==> config.mk <==
export PLATFORM = sky130hd
export DESIGN_NAME = bp_be_late_wb_arb_flat
export DESIGN_NICKNAME = d
export VERILOG_FILES = /design/src/rtl/bp_be_late_wb_arb_pkg.sv /design/src/rtl/bp_be_late_wb_arb_if.sv /design/src/rtl/bp_be_late_wb_rr_grant.sv /design/src/rtl/bp_be_late_wb_arb.sv /design/src/flat_wrapper.sv
export SDC_FILE = /design/constraint.sdc
export NUM_CORES = 1
export LEC_CHECK = 0
export BUFFER_PORTS_ARGS = -buffer_cell sky130_fd_sc_hd__buf_2
export CAP_MARGIN = 40
export CORE_UTILIZATION = 43
export DETAILED_ROUTE_END_ITERATION = 6
export GPL_TIMING_DRIVEN = 0
export HOLD_SLACK_MARGIN = 0.06
export PLACE_DENSITY = 0.8
export REMOVE_ABC_BUFFERS = 1
export SLEW_MARGIN = 25
export SYNTH_ARGS = -nofsm -noshare
export SYNTH_HDL_FRONTEND = slang
export SYNTH_SLANG_ARGS = --single-unit
==> constraint.sdc <==
create_clock -name clk_i -period 4 [get_ports clk_i]
set_input_delay 0.8 -clock clk_i [delete_from_list [all_inputs] [get_ports clk_i]]
set_output_delay 0.8 -clock clk_i [all_outputs]
set_load 0.005 [all_outputs]
==> src/rtl/bp_be_late_wb_arb_pkg.sv <==
`default_nettype none
// ============================================================================
//  Module   : bp_be_late_wb_arb_pkg
//  Purpose  : Shared types and constants for the backend late-writeback
//             arbiter: the writeback packet layout, the starvation counter
//             width and the source identifier used for round-robin state.
//  Ports    : none (package)
//  Revision : 1.0  initial release
// ============================================================================
package bp_be_late_wb_arb_pkg;

    localparam int reg_addr_width_gp       = 5;
    localparam int dpath_width_gp          = 64;
    localparam int late_wb_starve_width_gp = 4;

    typedef struct packed {
        logic                         ird_w_v;
        logic                         frd_w_v;
        logic                         late;
        logic [reg_addr_width_gp-1:0] rd_addr;
        logic [dpath_width_gp-1:0]    rd_data;
        logic                         fflags_w_v;
        logic [4:0]                   fflags;
    } bp_be_wb_pkt_s;

    localparam int wb_pkt_width_lp = $bits(bp_be_wb_pkt_s);

    typedef enum logic [0:0] {
        e_src0 = 1'b0,
        e_src1 = 1'b1
    } late_wb_src_e;

    // A captured late packet always targets exactly one register file (the
    // one this instance serves), whatever the producer put in the flags.
    function automatic bp_be_wb_pkt_s late_wb_normalize(input bp_be_wb_pkt_s pkt,
                                                        input logic          float_en);
        bp_be_wb_pkt_s r;
        r         = pkt;
        r.late    = 1'b1;
        r.ird_w_v = ~float_en;
        r.frd_w_v = float_en;
        return r;
    endfunction

endpackage
`default_nettype wire

==> src/rtl/bp_be_late_wb_arb_if.sv <==
`default_nettype none
// ============================================================================
//  Module   : bp_be_late_wb_arb_if
//  Purpose  : Bundles the two producer handshakes, the regfile late write
//             port and the scoreboard clear / drain status of the arbiter.
//  Ports    : master - producers + regfile side (drives pkt/v/port_free)
//             slave  - arbiter side (drives yumi, wb packet, clear, busy)
//  Revision : 1.0  initial release
// ============================================================================
interface bp_be_late_wb_arb_if;
    import bp_be_late_wb_arb_pkg::*;

    bp_be_wb_pkt_s                src0_pkt_i;
    logic                         src0_v_i;
    logic                         src0_yumi_o;
    bp_be_wb_pkt_s                src1_pkt_i;
    logic                         src1_v_i;
    logic                         src1_yumi_o;
    logic                         port_free_i;
    bp_be_wb_pkt_s                wb_pkt_o;
    logic                         wb_v_o;
    logic                         clr_v_o;
    logic [reg_addr_width_gp-1:0] clr_addr_o;
    logic                         busy_o;

    modport master (
        output src0_pkt_i, src0_v_i, src1_pkt_i, src1_v_i, port_free_i,
        input  src0_yumi_o, src1_yumi_o, wb_pkt_o, wb_v_o, clr_v_o, clr_addr_o, busy_o
    );

    modport slave (
        input  src0_pkt_i, src0_v_i, src1_pkt_i, src1_v_i, port_free_i,
        output src0_yumi_o, src1_yumi_o, wb_pkt_o, wb_v_o, clr_v_o, clr_addr_o, busy_o
    );

endinterface
`default_nettype wire

==> src/rtl/bp_be_late_wb_rr_grant.sv <==
`default_nettype none
// ============================================================================
//  Module   : bp_be_late_wb_rr_grant
//  Purpose  : Two-input round-robin grant with a starvation override. The
//             grant is combinational; the last winner and per-source
//             lost-arbitration counters are registered.
//  Ports    : clk_i, reset_i (async, active high)
//             v_i[1:0]     - source valids
//             en_i         - arbitration enabled (downstream can accept)
//             grant_o[1:0] - one-hot grant, zero when en_i is low
//  Revision : 1.0  initial release
// ============================================================================
module bp_be_late_wb_rr_grant
    import bp_be_late_wb_arb_pkg::*;
#(
    parameter int starve_limit_p = 4
) (
    input  logic       clk_i,
    input  logic       reset_i,
    input  logic [1:0] v_i,
    input  logic       en_i,
    output logic [1:0] grant_o
);

    localparam int W = late_wb_starve_width_gp;
    localparam logic [W-1:0] limit_lp = W'(starve_limit_p);

    logic [1:0][W-1:0] starve_q, starve_d;
    late_wb_src_e      rr_last_q, rr_last_d;

    // Forced priority is evaluated for src0 before src1 so that two starving
    // sources still resolve deterministically.
    always_comb begin
        grant_o = 2'b00;
        if (en_i) begin
            case (v_i)
                2'b01:   grant_o = 2'b01;
                2'b10:   grant_o = 2'b10;
                2'b11: begin
                    if (starve_q[0] >= limit_lp)      grant_o = 2'b01;
                    else if (starve_q[1] >= limit_lp) grant_o = 2'b10;
                    else if (rr_last_q == e_src1)     grant_o = 2'b01;
                    else                              grant_o = 2'b10;
                end
                default: grant_o = 2'b00;
            endcase
        end
    end

    // A waiting source that is not served this cycle (lost the tie or the
    // output stage is stalled) accumulates; being served or idle clears it.
    always_comb begin
        starve_d = starve_q;
        for (int i = 0; i < 2; i++) begin
            if (!v_i[i] || grant_o[i])
                starve_d[i] = '0;
            else if (!(&starve_q[i]))
                starve_d[i] = starve_q[i] + 1'b1;
        end
    end

    always_comb begin
        rr_last_d = rr_last_q;
        if (grant_o[0])      rr_last_d = e_src0;
        else if (grant_o[1]) rr_last_d = e_src1;
    end

    always_ff @(posedge clk_i or posedge reset_i) begin
        if (reset_i) begin
            starve_q  <= '0;
            rr_last_q <= e_src1;
        end else begin
            starve_q  <= starve_d;
            rr_last_q <= rr_last_d;
        end
    end

endmodule
`default_nettype wire

==> src/rtl/bp_be_late_wb_arb.sv <==
`default_nettype none
// ============================================================================
//  Module   : bp_be_late_wb_arb
//  Purpose  : Arbitrates late (post-commit) writebacks from the memory pipe
//             (src0) and the long-latency pipe (src1) into one register-file
//             late write port, through a single-entry output stage, and
//             raises the scoreboard clear for the written rd.
//  Ports    : clk_i, reset_i (async, active high)
//             bus_if.slave - src0/src1 pkt, v, yumi; port_free; wb_pkt, wb_v;
//                            clr_v, clr_addr; busy
//  Params   : starve_limit_p (1..15), float_p (0 = int file, 1 = FP file)
//  Revision : 1.0  initial release
// ============================================================================
module bp_be_late_wb_arb
    import bp_be_late_wb_arb_pkg::*;
#(
    parameter int starve_limit_p = 4,
    parameter bit float_p        = 1'b0
) (
    input  logic             clk_i,
    input  logic             reset_i,
    bp_be_late_wb_arb_if.slave bus_if
);

    bp_be_wb_pkt_s pkt_q, pkt_d;
    logic          v_q, v_d;
    logic          deq, load_en;
    logic [1:0]    grant;

    // The stage refills in the same cycle it drains: one write per cycle.
    assign deq     = v_q & bus_if.port_free_i;
    assign load_en = ~v_q | deq;

    bp_be_late_wb_rr_grant #(
        .starve_limit_p (starve_limit_p)
    ) u_grant (
        .clk_i   (clk_i),
        .reset_i (reset_i),
        .v_i     ({bus_if.src1_v_i, bus_if.src0_v_i}),
        .en_i    (load_en),
        .grant_o (grant)
    );

    // Payload only changes on an actual capture; with nothing granted the
    // stage just goes empty and keeps the stale payload.
    always_comb begin
        pkt_d = pkt_q;
        v_d   = v_q;
        if (load_en) begin
            v_d = |grant;
            if (grant[0])
                pkt_d = late_wb_normalize(bus_if.src0_pkt_i, float_p);
            else if (grant[1])
                pkt_d = late_wb_normalize(bus_if.src1_pkt_i, float_p);
        end
    end

    always_ff @(posedge clk_i or posedge reset_i) begin
        if (reset_i) begin
            v_q   <= 1'b0;
            pkt_q <= '0;
        end else begin
            v_q   <= v_d;
            pkt_q <= pkt_d;
        end
    end

    // Combinational outputs are masked by reset so nothing is consumed or
    // reported busy while the block is held in reset.
    assign bus_if.src0_yumi_o = grant[0] & ~reset_i;
    assign bus_if.src1_yumi_o = grant[1] & ~reset_i;
    assign bus_if.wb_pkt_o    = pkt_q;
    assign bus_if.wb_v_o      = v_q;
    assign bus_if.clr_v_o     = deq;
    assign bus_if.clr_addr_o  = pkt_q.rd_addr;
    assign bus_if.busy_o      = (v_q | bus_if.src0_v_i | bus_if.src1_v_i) & ~reset_i;

endmodule
`default_nettype wire

==> src/flat_wrapper.sv <==
// flat-port wrapper written by rule: the top's interface ports become plain ports
module bp_be_late_wb_arb_flat import bp_be_late_wb_arb_pkg::*;
#(
    parameter int starve_limit_p = 4,
    parameter bit float_p        = 1'b0
)
  (clk_i, reset_i, bus_if_src0_pkt_i, bus_if_src0_v_i, bus_if_src1_pkt_i, bus_if_src1_v_i, bus_if_port_free_i, bus_if_src0_yumi_o, bus_if_src1_yumi_o, bus_if_wb_pkt_o, bus_if_wb_v_o, bus_if_clr_v_o, bus_if_clr_addr_o, bus_if_busy_o);
  bp_be_late_wb_arb_if bus_if_i ();
  input  logic clk_i;
  input  logic reset_i;
  input wire logic [$bits(bus_if_i.src0_pkt_i)-1:0] bus_if_src0_pkt_i;
  input wire logic [$bits(bus_if_i.src0_v_i)-1:0] bus_if_src0_v_i;
  input wire logic [$bits(bus_if_i.src1_pkt_i)-1:0] bus_if_src1_pkt_i;
  input wire logic [$bits(bus_if_i.src1_v_i)-1:0] bus_if_src1_v_i;
  input wire logic [$bits(bus_if_i.port_free_i)-1:0] bus_if_port_free_i;
  output wire logic [$bits(bus_if_i.src0_yumi_o)-1:0] bus_if_src0_yumi_o;
  output wire logic [$bits(bus_if_i.src1_yumi_o)-1:0] bus_if_src1_yumi_o;
  output wire logic [$bits(bus_if_i.wb_pkt_o)-1:0] bus_if_wb_pkt_o;
  output wire logic [$bits(bus_if_i.wb_v_o)-1:0] bus_if_wb_v_o;
  output wire logic [$bits(bus_if_i.clr_v_o)-1:0] bus_if_clr_v_o;
  output wire logic [$bits(bus_if_i.clr_addr_o)-1:0] bus_if_clr_addr_o;
  output wire logic [$bits(bus_if_i.busy_o)-1:0] bus_if_busy_o;
  assign bus_if_i.src0_pkt_i = bus_if_src0_pkt_i;
  assign bus_if_i.src0_v_i = bus_if_src0_v_i;
  assign bus_if_i.src1_pkt_i = bus_if_src1_pkt_i;
  assign bus_if_i.src1_v_i = bus_if_src1_v_i;
  assign bus_if_i.port_free_i = bus_if_port_free_i;
  assign bus_if_src0_yumi_o = bus_if_i.src0_yumi_o;
  assign bus_if_src1_yumi_o = bus_if_i.src1_yumi_o;
  assign bus_if_wb_pkt_o = bus_if_i.wb_pkt_o;
  assign bus_if_wb_v_o = bus_if_i.wb_v_o;
  assign bus_if_clr_v_o = bus_if_i.clr_v_o;
  assign bus_if_clr_addr_o = bus_if_i.clr_addr_o;
  assign bus_if_busy_o = bus_if_i.busy_o;
  bp_be_late_wb_arb #(.starve_limit_p(starve_limit_p), .float_p(float_p)) u_core (.clk_i(clk_i), .reset_i(reset_i), .bus_if(bus_if_i));
endmodule
# [Word-level counts from Yosys, hierarchy flattened]
# Cells that the tools add are included.
[op_classes] addsub=2 multipliers=0 div=0 n_lt_le_gt_ge=2 n_eq_ne=5 shift=0 n_mux=13 bitwise_logic=9 n_reduce_logical=9
[ops] op="78-bit two-way mux" n=2
[ops] op="4-bit two-way mux" n=4
[ops] op="4-bit by 1-bit adder with 4-bit output, second input constant" n=2
[ops] op="4-bit by 3-bit greater-or-equal comparator with 1-bit output, second input constant" n=2
[ops] op="2-bit two-way mux" n=4
[ops] op="4-bit AND reduction" n=2
[ops] op="2-bit case mux with 3 select lines" n=1
[ops] op="1-bit AND" n=4
[ops] op="2-bit equality test, second input constant" n=2
[ops] op="2-bit != test, second input constant" n=2
[ops] op="1-bit OR" n=3
[ops] op="2-bit by 1-bit equality test with 1-bit output, second input constant" n=1
[ops] op="1-bit zero test" n=2
[ops] op="1-bit logical OR" n=2
[ops] op="1-bit two-way mux" n=2
[ops] op="1-bit NOT" n=2
[ops] op="2-bit AND reduction" n=1
[ops] op="2-bit nonzero test" n=1
[ops] op="2-bit OR reduction" n=1
[word_totals] regBits=88 latch_bits=0 ram_bits=0 rom_bits=0 inputBits=161 output_inout_bits=88 wordCells=51 mem_count=0

# [Longest topological paths before layout]
[depth] ltp_word=7 mapped_depth=7 depth_no_buf=4

# [Cells and area by module]
# A second synthesis with hierarchy kept.
[unflattened] cells_unflattened=315 hier_area_um2=4619.4
[modules_own_cells] mod="bp_be_late_wb_arb" n_inst=1 cells_per_inst=263 area_per_inst_um2=4130.2 seq_area_each_um2=1926.8
[modules_own_cells] mod="bp_be_late_wb_rr_grant" n_inst=1 cells_per_inst=52 area_per_inst_um2=489.2 seq_area_each_um2=226.5

# [Worst setup path after synthesis]
# Ideal clock, no wire load.
[synth_timing] path_type="input to output" startpoint="input port reset_i" endpoint="output port bus_if_src1_yumi_o" arrival_ns=2.930 setup_slack_ns=0.270 cell_stages=3 path_buffers=0 path_cell_list="inv_1 -> nand3_1 -> nor2_1"
[synth_via] elab_chain_cells=2
[synth_rtl] element="from (decl)" line_no="flat_wrapper.sv:10" rtl="input logic reset_i;"
[synth_rtl] element="1-bit NOT" line_no="bp_be_late_wb_arb.sv:71" rtl="assign bus_if.src1_yumi_o = grant[1] & ~reset_i;"
[synth_rtl] element="1-bit AND" line_no="bp_be_late_wb_arb.sv:71"
[synth_rtl] element="to (decl)" line_no="flat_wrapper.sv:17" rtl="output wire logic [$bits(bus_if_i.src1_yumi_o)-1:0] bus_if_src1_yumi_o;"
# No other way between the ends.

# [Worst setup path after layout]
[layout_timing] startpoint="register u_core.u_grant.rr_last_q" endpoint="output port bus_if_src0_yumi_o"
[layout_via] elab_chain_cells=6
[layout_rtl] element="from (decl)" line_no="bp_be_late_wb_rr_grant.sv:29" rtl="late_wb_src_e rr_last_q, rr_last_d;"
[layout_rtl] element="from (signal assigned)" line_no="bp_be_late_wb_rr_grant.sv:71" rtl="rr_last_q <= e_src1;"
[layout_rtl] element="from (signal assigned)" line_no="bp_be_late_wb_rr_grant.sv:74" rtl="rr_last_q <= rr_last_d;"
[layout_rtl] element="2-bit two-way mux" line_no="bp_be_late_wb_rr_grant.sv:42" rtl="else if (rr_last_q == e_src1) grant_o = 2'b01;"
[layout_rtl] element="2-bit two-way mux" line_no="bp_be_late_wb_rr_grant.sv:41" rtl="else if (starve_q[1] >= limit_lp) grant_o = 2'b10;"
[layout_rtl] element="2-bit two-way mux" line_no="bp_be_late_wb_rr_grant.sv:40" rtl="if (starve_q[0] >= limit_lp) grant_o = 2'b01;"
[layout_rtl] element="2-bit case mux with 3 select lines" line_no="bp_be_late_wb_rr_grant.sv:36" rtl="case (v_i)"
[layout_rtl] element="2-bit two-way mux" line_no="bp_be_late_wb_rr_grant.sv:35" rtl="if (en_i) begin"
[layout_rtl] element="1-bit AND" line_no="bp_be_late_wb_arb.sv:70" rtl="assign bus_if.src0_yumi_o = grant[0] & ~reset_i;"
[layout_rtl] element="to (decl)" line_no="flat_wrapper.sv:16" rtl="output wire logic [$bits(bus_if_i.src0_yumi_o)-1:0] bus_if_src0_yumi_o;"
# No other way between the ends.

==> flow_summary.toml <==
[synthesis]
ys_seq_elements = 86
ys_seq_area_frac = 0.5385
synth_cells = 480
yosys_warnings = 0
yosysTopAreaCell = "dfrtp_1"
synth_top_area_share = 0.5319
yosys-top-cells-area = "dfrtp_1 53%, a21oi_1 19%, nor2_1 8.5%"
syn_area_per_cell_um2 = 8.331
synth_cell_types = 28
netlist_area_mm2 = 0.003999

[global_route]
grt_util_all_layers = 0.2390
grt_pass1_vias = 4150
grt-ovfl-total = 0
grt_pass1_wl_um = 18580
grt_max_degree = 47
antenna_found_initial = 0

[clock_network]
cts_tree = "built"
clock_latency_ps = 350
cts_sinks = 86
htree_levels = 3
cts_buffers = 9
post_cts_buffers = 0
cts-hold-fix-buffers = 0
path_clk_slew_ps = 90
cts_resized = 0
clk_path_buf_depth = 2
ctsRootBufferMaster = "clkbuf_8"

[floorplanning]
initial_utilization = 0.4519
fp-row-count = 34
ios = 249
die_w_um = 98.44
core_area_mm2 = 0.008848
die_y_um = 98.44
die-area_mm2 = 0.009689

[detailed_routing]
avgRoutedWirePerCell_um = 14.17
ant_nets = 0
first_pass_iters = 7
drc_errors = 12
drt_wl_total_um = 11560
dr.first_iter.drc_count = 176
vias_per_cell = 5.197
vias = 4241

[sta]
max_freq_mhz = 333.6
maxSlewHeadroom = 0.4752
hold_slack_ps = 463.7
setup_ws_ps = 1002
tightestPinTransition_ps = 787.1
hold_violations = 0
timing.final.crit_share = 0.7494
fin_skew_ps = 14.63
finalSetupViolations = 0
rsz0062_at_grt = "false"
layout_min_cycle_time_ps = 2998
slew_violations = 0

[outcome]
violations = "design-rule violations"
run_status = "finished with violations"

[power]
powerDensity_mw_per_mm2 = 395.5
swShare = 0.3059
cellInternalPower_mw = 1.526
seqPwrFrac = 0.485
power.switching_mw = 0.6723
clock_power_share = 0.254
p_leak_nw = 2.857
vdd_drop_max_v = 0.0002031
p_comb_frac = 0.261

[placement]
gp_congestion = 0.7233
hpwl_um = 8618
placed_area_mm2 = 0.005381
place_ws_ps = 1062
io_buffers = 241

[setup_path]
end_kind = "output pin"
reg2reg_depth = 7
crit_fanout = 34
path_class = "reg2out"
start_kind = "flip-flop"
cp.arrival_ps = 2200
worst_ep_required_time_ps = 3200

[job]
drv_cap = 0

[cells_and_area]
layout.nets = 867
final_cell_mix = "241 x buf_2, 152 x a21oi_1, 90 x nor2_1"
n_antenna_cell = 0
layout-drive-gt1-share = 0.3870
syn2layout_area_growth_pct = 38.95
final_common_cell = "buf_2"
postLayoutCellArea_mm2 = 0.005557

[worst_hold_path]
worstHoldPathType = "in2async"
[flip-flops by register name, summed over array words and instances (netlist names)]
register and count:
u_core.bus_if.clr_addr_o 5, u_core.u_grant.rr_last_q 1, u_core.bus_if.wb_pkt_o 71, u_core.bus_if.wb_v_o 1, u_core.u_grant.starve_q 8
[logic make-up after synthesis]
logic type | Yosys count | share of synthesized area
buffers and inverters | 42 | 0.05444
XOR/XNOR | 2 | 0.004381
AND/OR/NAND/NOR | 184 | 0.1805
AO/OA/AOI/OAI | 161 | 0.2099
flip-flops | 86 | 0.5385
adder cells (fa/ha/maj) | 2 | 0.006257
other | 1 | 0.0009378
multiplexers | 2 | 0.005006
[worst paths after layout]
| check | endpoint | start | slack [ps] |
|---|---|---|---|
| min in group clk_i | u_core.bus_if.wb_pkt_o[75] | u_core.bus_if.wb_pkt_o[75] | 520 |
| setup / recovery | bus_if_src0_yumi_o | u_core.u_grant.rr_last_q | 1000 |
| hold / removal | u_core.bus_if.wb_v_o | reset_i | 460 |
| setup reg to reg | u_core.bus_if.wb_pkt_o[14] | u_core.u_grant.rr_last_q | 1370 |
| hold reg to reg | u_core.bus_if.wb_pkt_o[75] | u_core.bus_if.wb_pkt_o[75] | 520 |
| max in group asynchronous | u_core.u_grant.rr_last_q | reset_i | 2930 |
[final cells by class]
type	count	area [um^2]
fillers	780	3292
flip-flops and latches	86	2153
multi-input cells	352	1648
repair buffers	253	1433
clock buffers	12	155.1
well taps	108	135.1
clock inverters	3	20.02
inverters	2	12.51
[per-layer routing]
metal	GRT usage	share of wire
met3	0.05887	0.071
met4	0.08152	0.021
met1	0.2777	0.39
met2	0.4312	0.52
met5	0	0
[cell usage after synthesis]
| master | instances |
|---|---|
| and3_1 | 1 |
| nor3_1 | 4 |
| or3b_4 | 1 |
| inv_1 | 2 |
| a21oi_1 | 152 |
| conb_1 | 1 |
| buf_6 | 3 |
| xnor2_1 | 2 |
| and2_1 | 1 |
| buf_4 | 8 |
| dfstp_2 | 1 |
| o21ai_1 | 1 |
| nand2b_1 | 2 |
| ha_1 | 2 |
| o21ai_0 | 2 |
| nor2b_1 | 1 |
| a211oi_1 | 2 |
| buf_1 | 1 |
| a31oi_1 | 2 |
| clkbuf_1 | 22 |
| mux2i_1 | 2 |
| buf_2 | 6 |
| nand2_1 | 78 |
| a311o_1 | 1 |
| a311oi_4 | 1 |
| dfrtp_1 | 85 |
| nand3_1 | 5 |
| nor2_1 | 91 |
[worst max-delay path, cell delays in order (launching register included)]
cell and delay [ps]:
dfstp_2 540, or3b_4 410, a311o_2 500, buf_12 210
nor2_1 90, buf_2 110
[per-stage QoR]
stage | power (mW) | TNS [ps] | cells | utilization
3_5_place_dp | 1.660 | 0 | 801 | 0.6082
2_1_floorplan | 1.345 | 0 | 440 | -
5_1_grt | 2.339 | 0 | 816 | 0.6280
3_3_place_gp | 1.617 | -96470 | 789 | 0.5798
6_report | 2.198 | 0 | 816 | 0.6280
4_1_cts | 2.216 | 0 | 816 | 0.6280
[power groups by stage]
stage | registers (mW) | logic [mW] | clock network [mW]
finish | 1.07 | 0.574 | 0.558
global route | 1.08 | 0.639 | 0.617
CTS | 1.07 | 0.579 | 0.571
detailed placement | 1.08 | 0.578 | 0
global placement | 1.08 | 0.542 | 0
floorplan | 1.09 | 0.250 | 0
No activity file was read; power rests on OpenSTA's default activity.
